==> config.mk <==
export PLATFORM = sky130hd
export DESIGN_NAME = interleaver_ctrl
export DESIGN_NICKNAME = d
export VERILOG_FILES = /design/src/rtl/interleaver_ctrl.sv
export SDC_FILE = /design/constraint.sdc
export NUM_CORES = 1
export LEC_CHECK = 0
export CAP_MARGIN = 20
export CORE_MARGIN = 4
export CORE_UTILIZATION = 40
export CTS_BUF_LIST = sky130_fd_sc_hd__clkbuf_4 sky130_fd_sc_hd__clkbuf_8
export CTS_CLUSTER_SIZE = 8
export DETAILED_ROUTE_END_ITERATION = 12
export SYNTH_ARGS = -nofsm -noshare
export SYNTH_HDL_FRONTEND = slang
export SYNTH_SLANG_ARGS = --single-unit
==> constraint.sdc <==
create_clock -name clk -period 2.5 [get_ports clk]
set_clock_uncertainty 0.15 [all_clocks]
set_input_delay 0.375 -clock clk [delete_from_list [all_inputs] [get_ports clk]]
set_output_delay 0.375 -clock clk [all_outputs]
set_load 0.02 [all_outputs]
==> src/rtl/interleaver_ctrl.sv <==
// Frame sequencer for a block interleaver: reset pulse, fill phase, emit phase,
// then a bounded wait for the interleaver's read-complete flag.
module interleaver_ctrl #(
  parameter int unsigned FRAME_BITS = 2880,
  parameter int unsigned RST_CYCLES = 2,
  parameter int unsigned TO_MARGIN  = 16
) (
  input  logic       clk,
  input  logic       reset,
  input  logic       start,
  input  logic [4:0] n_slots_req,
  input  logic       abort,
  input  logic       il_out_en,
  output logic       start_ack,
  output logic       busy,
  output logic       il_reset,
  output logic [4:0] il_n_slots,
  output logic       il_in_en,
  output logic       bit_valid,
  output logic       frame_done,
  output logic       cfg_err,
  output logic       timeout_err,
  output logic [2:0] state
);

  typedef enum logic [2:0] {
    IDLE = 3'd0,
    RST  = 3'd1,
    FILL = 3'd2,
    EMIT = 3'd3,
    WAIT = 3'd4,
    DONE = 3'd5
  } state_t;

  localparam logic [11:0] FRAME_LAST = 12'(FRAME_BITS - 1);
  localparam logic [11:0] RST_LAST   = 12'(RST_CYCLES - 1);
  localparam logic [11:0] TO_LAST    = 12'(TO_MARGIN - 1);

  state_t      state_q, state_d;
  logic [11:0] cnt_q, cnt_d;
  logic        aborting_q, aborting_d;
  logic        start_ack_q, start_ack_d;
  logic        cfg_err_q, cfg_err_d;
  logic        timeout_err_q, timeout_err_d;
  logic        il_reset_q, il_reset_d;
  logic        bit_valid_q, bit_valid_d;
  logic [4:0]  il_n_slots_q, il_n_slots_d;
  logic        req_ok;

  assign req_ok = (n_slots_req == 5'd2) || (n_slots_req == 5'd4) ||
                  (n_slots_req == 5'd8) || (n_slots_req == 5'd16);

  always_comb begin
    state_d       = state_q;
    cnt_d         = cnt_q;
    aborting_d    = aborting_q;
    start_ack_d   = 1'b0;
    cfg_err_d     = 1'b0;
    timeout_err_d = timeout_err_q;
    il_n_slots_d  = il_n_slots_q;

    case (state_q)
      IDLE: begin
        cnt_d = '0;
        if (start) begin
          if (req_ok) begin
            state_d       = RST;
            start_ack_d   = 1'b1;
            il_n_slots_d  = n_slots_req;
            timeout_err_d = 1'b0;
            aborting_d    = 1'b0;
          end else begin
            cfg_err_d = 1'b1;
          end
        end
      end
      RST: begin
        if (cnt_q == RST_LAST) begin
          cnt_d      = '0;
          state_d    = aborting_q ? IDLE : FILL;
          aborting_d = 1'b0;
        end else begin
          cnt_d = cnt_q + 12'd1;
        end
      end
      FILL: begin
        if (cnt_q == FRAME_LAST) begin
          cnt_d   = '0;
          state_d = EMIT;
        end else begin
          cnt_d = cnt_q + 12'd1;
        end
      end
      EMIT: begin
        if (cnt_q == FRAME_LAST) begin
          cnt_d   = '0;
          state_d = WAIT;
        end else begin
          cnt_d = cnt_q + 12'd1;
        end
      end
      WAIT: begin
        if (il_out_en) begin
          cnt_d   = '0;
          state_d = DONE;
        end else if (cnt_q == TO_LAST) begin
          cnt_d         = '0;
          state_d       = IDLE;
          timeout_err_d = 1'b1;
        end else begin
          cnt_d = cnt_q + 12'd1;
        end
      end
      DONE: begin
        cnt_d   = '0;
        state_d = IDLE;
      end
      default: begin
        cnt_d   = '0;
        state_d = IDLE;
      end
    endcase

    // Abort restarts the reset pulse and suppresses completion of the frame.
    if (abort && (state_q != IDLE) && (state_q <= DONE)) begin
      state_d       = RST;
      cnt_d         = '0;
      aborting_d    = 1'b1;
      timeout_err_d = timeout_err_q;
    end

    il_reset_d  = (state_d == RST);
    bit_valid_d = (state_q == EMIT) && !abort;
  end

  always_ff @(posedge clk) begin
    if (reset) begin
      state_q       <= IDLE;
      cnt_q         <= '0;
      aborting_q    <= 1'b0;
      start_ack_q   <= 1'b0;
      cfg_err_q     <= 1'b0;
      timeout_err_q <= 1'b0;
      il_reset_q    <= 1'b1;
      bit_valid_q   <= 1'b0;
      il_n_slots_q  <= '0;
    end else begin
      state_q       <= state_d;
      cnt_q         <= cnt_d;
      aborting_q    <= aborting_d;
      start_ack_q   <= start_ack_d;
      cfg_err_q     <= cfg_err_d;
      timeout_err_q <= timeout_err_d;
      il_reset_q    <= il_reset_d;
      bit_valid_q   <= bit_valid_d;
      il_n_slots_q  <= il_n_slots_d;
    end
  end

  assign start_ack   = start_ack_q;
  assign busy        = (state_q != IDLE);
  assign il_reset    = il_reset_q;
  assign il_n_slots  = il_n_slots_q;
  assign il_in_en    = (state_q == FILL) || (state_q == EMIT);
  assign bit_valid   = bit_valid_q;
  assign frame_done  = (state_q == DONE);
  assign cfg_err     = cfg_err_q;
  assign timeout_err = timeout_err_q;
  assign state       = state_q;

endmodule

==> metrics.yaml <==
floorplan:
  die_h_um: 66.3
  dieArea_um2: 4400
  start_util: 0.431
  die_x_um: 66.3
  rows: 20
  io_pins: 26
  fp.coreArea_um2: 3150
cts:
  cts_buffers: 3
  clk_latency_ns: 0.32
  cts_tree: "built"
  holdBufCountCts: 0
  clockRootBuffer: "clkbuf_4"
  ctsLongestPathBuffers: 2
  htreeDepth: 1
  numClockSinks: 26
  clk_pin_slew_ns: 0.14
final_layout:
  ff_latch_area_um2: 520
  n_antenna_cell: 0
  fin_cells: 227
  fillCellCount: 310
  multiInputGateArea_um2: 797
  nets: 196
  area_growth_pct: 30.1
  postLayoutCoreUtil: 0.561
  drive_above_1_share: 0.230
critical_path:
  cp-startpoint: "state[1]"
  reg2reg_to: "cnt_q[2]"
  cp-end-kind: "output port"
  path_max_fanout: 10
  rrSetupSlack_ns: 0.20
  reg2reg_depth: 7
  crit_path_start_kind: "register"
  crit_required_ns: 1.98
  crit_type: "register to output port"
  arrival_ns: 1.83
  crit_end: "busy"
  rr_startpoint: "cnt_q[0]"
synthesis:
  synth_cell_types: 49
  synth_edf_count: 0
  yosys-top-cells-count: "dfxtp_1 (26), nor2_1 (16), nand2_1 (10), nor2_2 (10), nand3_1 (7)"
  synth-async-reset-ratio: 0
  synth_warnings: 0
  syn_nets: 161
  ys.flop_type: "dfxtp_1"
  ys_top_cells_by_area: "dfxtp_1 (38%), nor2_2 (4.6%), nor2_1 (4.4%), xnor2_1 (3.9%), xor2_1 (3.9%)"
  synth_top_area_share: 0.383
  syn-cell-area_um2: 1360
  ys_seq_area_frac: 0.383
  yosysTopAreaCell: "dfxtp_1"
  ys_seq_elements: 26
  synthMostInstantiatedCell: "dfxtp_1"
  syn_area_per_cell_um2: 9.13
  synthCells: 149
place:
  gp_congestion: 0.858
  dp_hpwl_um: 2260
  dp_cells: 223
  io_buffers: 25
flow_run:
  maxCapViolCount: 0
sta:
  holdWs_ns: 0.336
  fmax_ghz: 0.424
  worst_pin_slew_ns: 0.428
  finalHoldViolations: 0
  fin_crit_ns: 2.36
  setup_viol_count_final: 0
  fin_crit_sh: 0.943
  rsz0062_at_grt: "no"
  drv_slew: 0
  max_slew_margin: 0.714
run_status:
  status: "finished, final reports clean"
route:
  drt_iter0_markers: 68
  routed_via_density: 5.08
  ant_nets: 0
  wl_per_cell_um: 13.0
  drc: 0
  vias: 1154
  wirelength_um: 2950
  dr.pass1.iters: 4
power_and_ir_drop:
  p_int_uw: 575
  power_frac_seq: 0.558
  ir_drop_v: 0.000254
  combPwrFrac: 0.164
  swShare: 0.250
  clkPwrFrac: 0.277
  p_sw_uw: 191
  p_leak_nw: 0.599
  power_density_nw_per_um2: 433
  p_total_uw: 766
hold_path:
  hold_class: "register to register"
  hp-start: "il_n_slots[0]"
global_route:
  grt_pass1_vias: 1082
  grt_usage: 0.143
  antenna_found_initial: 0
  grt_max_degree: 15
  overflow: 0
  grt_pass1_wl_um: 4940
-- sequential cells by signal, summed over array words and instances (netlist names) --
name         count
aborting_q       1
cnt_q           12
bit_valid        1
il_reset         1
state            3
il_n_slots       5
timeout_err      1
start_ack        1
cfg_err          1
-- worst max-delay path, stage by stage, from the launching register on --
cell,delay (ns)
dfxtp_1,0.33
buf_4,0.16
or3_1,0.45
clkdlybuf4s50_1,0.57
-- layout by cell type (no fill, tap or decap), drive strengths merged, types with 5 or more instances in the layout --
| cell | instances |
|---|---|
| dfxtp | 26 |
| clkdlybuf4s50 | 25 |
| buf | 11 |
| nor2 | 26 |
| nand3 | 7 |
| nand2 | 10 |
| xor2 | 6 |
| xnor2 | 6 |
| nor3 | 5 |
-- layout make-up --
class	instances	share of cell area
sequential	26	0.294
tap	44	0.0311
inverter	4	0.00849
multi-input combinational	113	0.450
timing repair buffer	36	0.195
clock buffer	4	0.0205
-- repair_timing --
| action | CTS | global route |
|---|---|---|
| resized for setup | 0 | 1 |
| buffers inserted | 0 | 0 |
| endpoints found under the setup margin | 0 | 1 |
-- worst min-delay path by stage --
stage / to / slack, ns / cells past startpoint
2_1_floorplan: cnt_q[0] / 0.30 / 1
6_report: il_n_slots[0] / 0.34 / 1
5_1_grt: il_n_slots[0] / 0.35 / 1
3_3_place_gp: cnt_q[0] / 0.32 / 1
3_5_place_dp: il_n_slots[0] / 0.32 / 1
4_1_cts: il_n_slots[0] / 0.34 / 1
-- metrics by stage --
| stage | setup WS [ns] | setup TNS [ns] | cell area [um2] |
|---|---|---|---|
| 2_1_floorplan | 0.371 | 0 | 1360 |
| 3_3_place_gp | 0.0123 | 0 | 1730 |
| 3_5_place_dp | -0.0656 | -0.198 | 1730 |
| 4_1_cts | 0.0971 | 0 | 1770 |
| 5_1_grt | 0.0466 | 0 | 1770 |
| 6_report | 0.142 | 0 | 1770 |
-- cells by family after synthesis --
kind of cell	after synthesis	synth area share
xor+xnor	12	0.0773
compound gates	19	0.131
mux	4	0.0304
buf+inv	10	0.0331
simple gates	76	0.328
flops	26	0.383
fa+ha+maj	2	0.0184
-- per-layer routing --
metal / up-vias / global-route usage / wire [um]
met5: - / 0 / 0
met3: 4 / 0.0306 / 118
met4: 0 / 0.0457 / 30
li1: 599 / - / -
met1: 529 / 0.194 / 1490
met2: 22 / 0.224 / 1320
-- power groups by stage --
stage | logic [mW] | registers [mW] | clock network [mW]
3_3_place_gp | 0.125 | 0.437 | 0
5_1_grt | 0.135 | 0.430 | 0.244
2_1_floorplan | 0.0579 | 0.446 | 0
3_5_place_dp | 0.125 | 0.437 | 0
6_report | 0.126 | 0.428 | 0.212
4_1_cts | 0.126 | 0.428 | 0.223
Power figures use the tool's default switching activity.
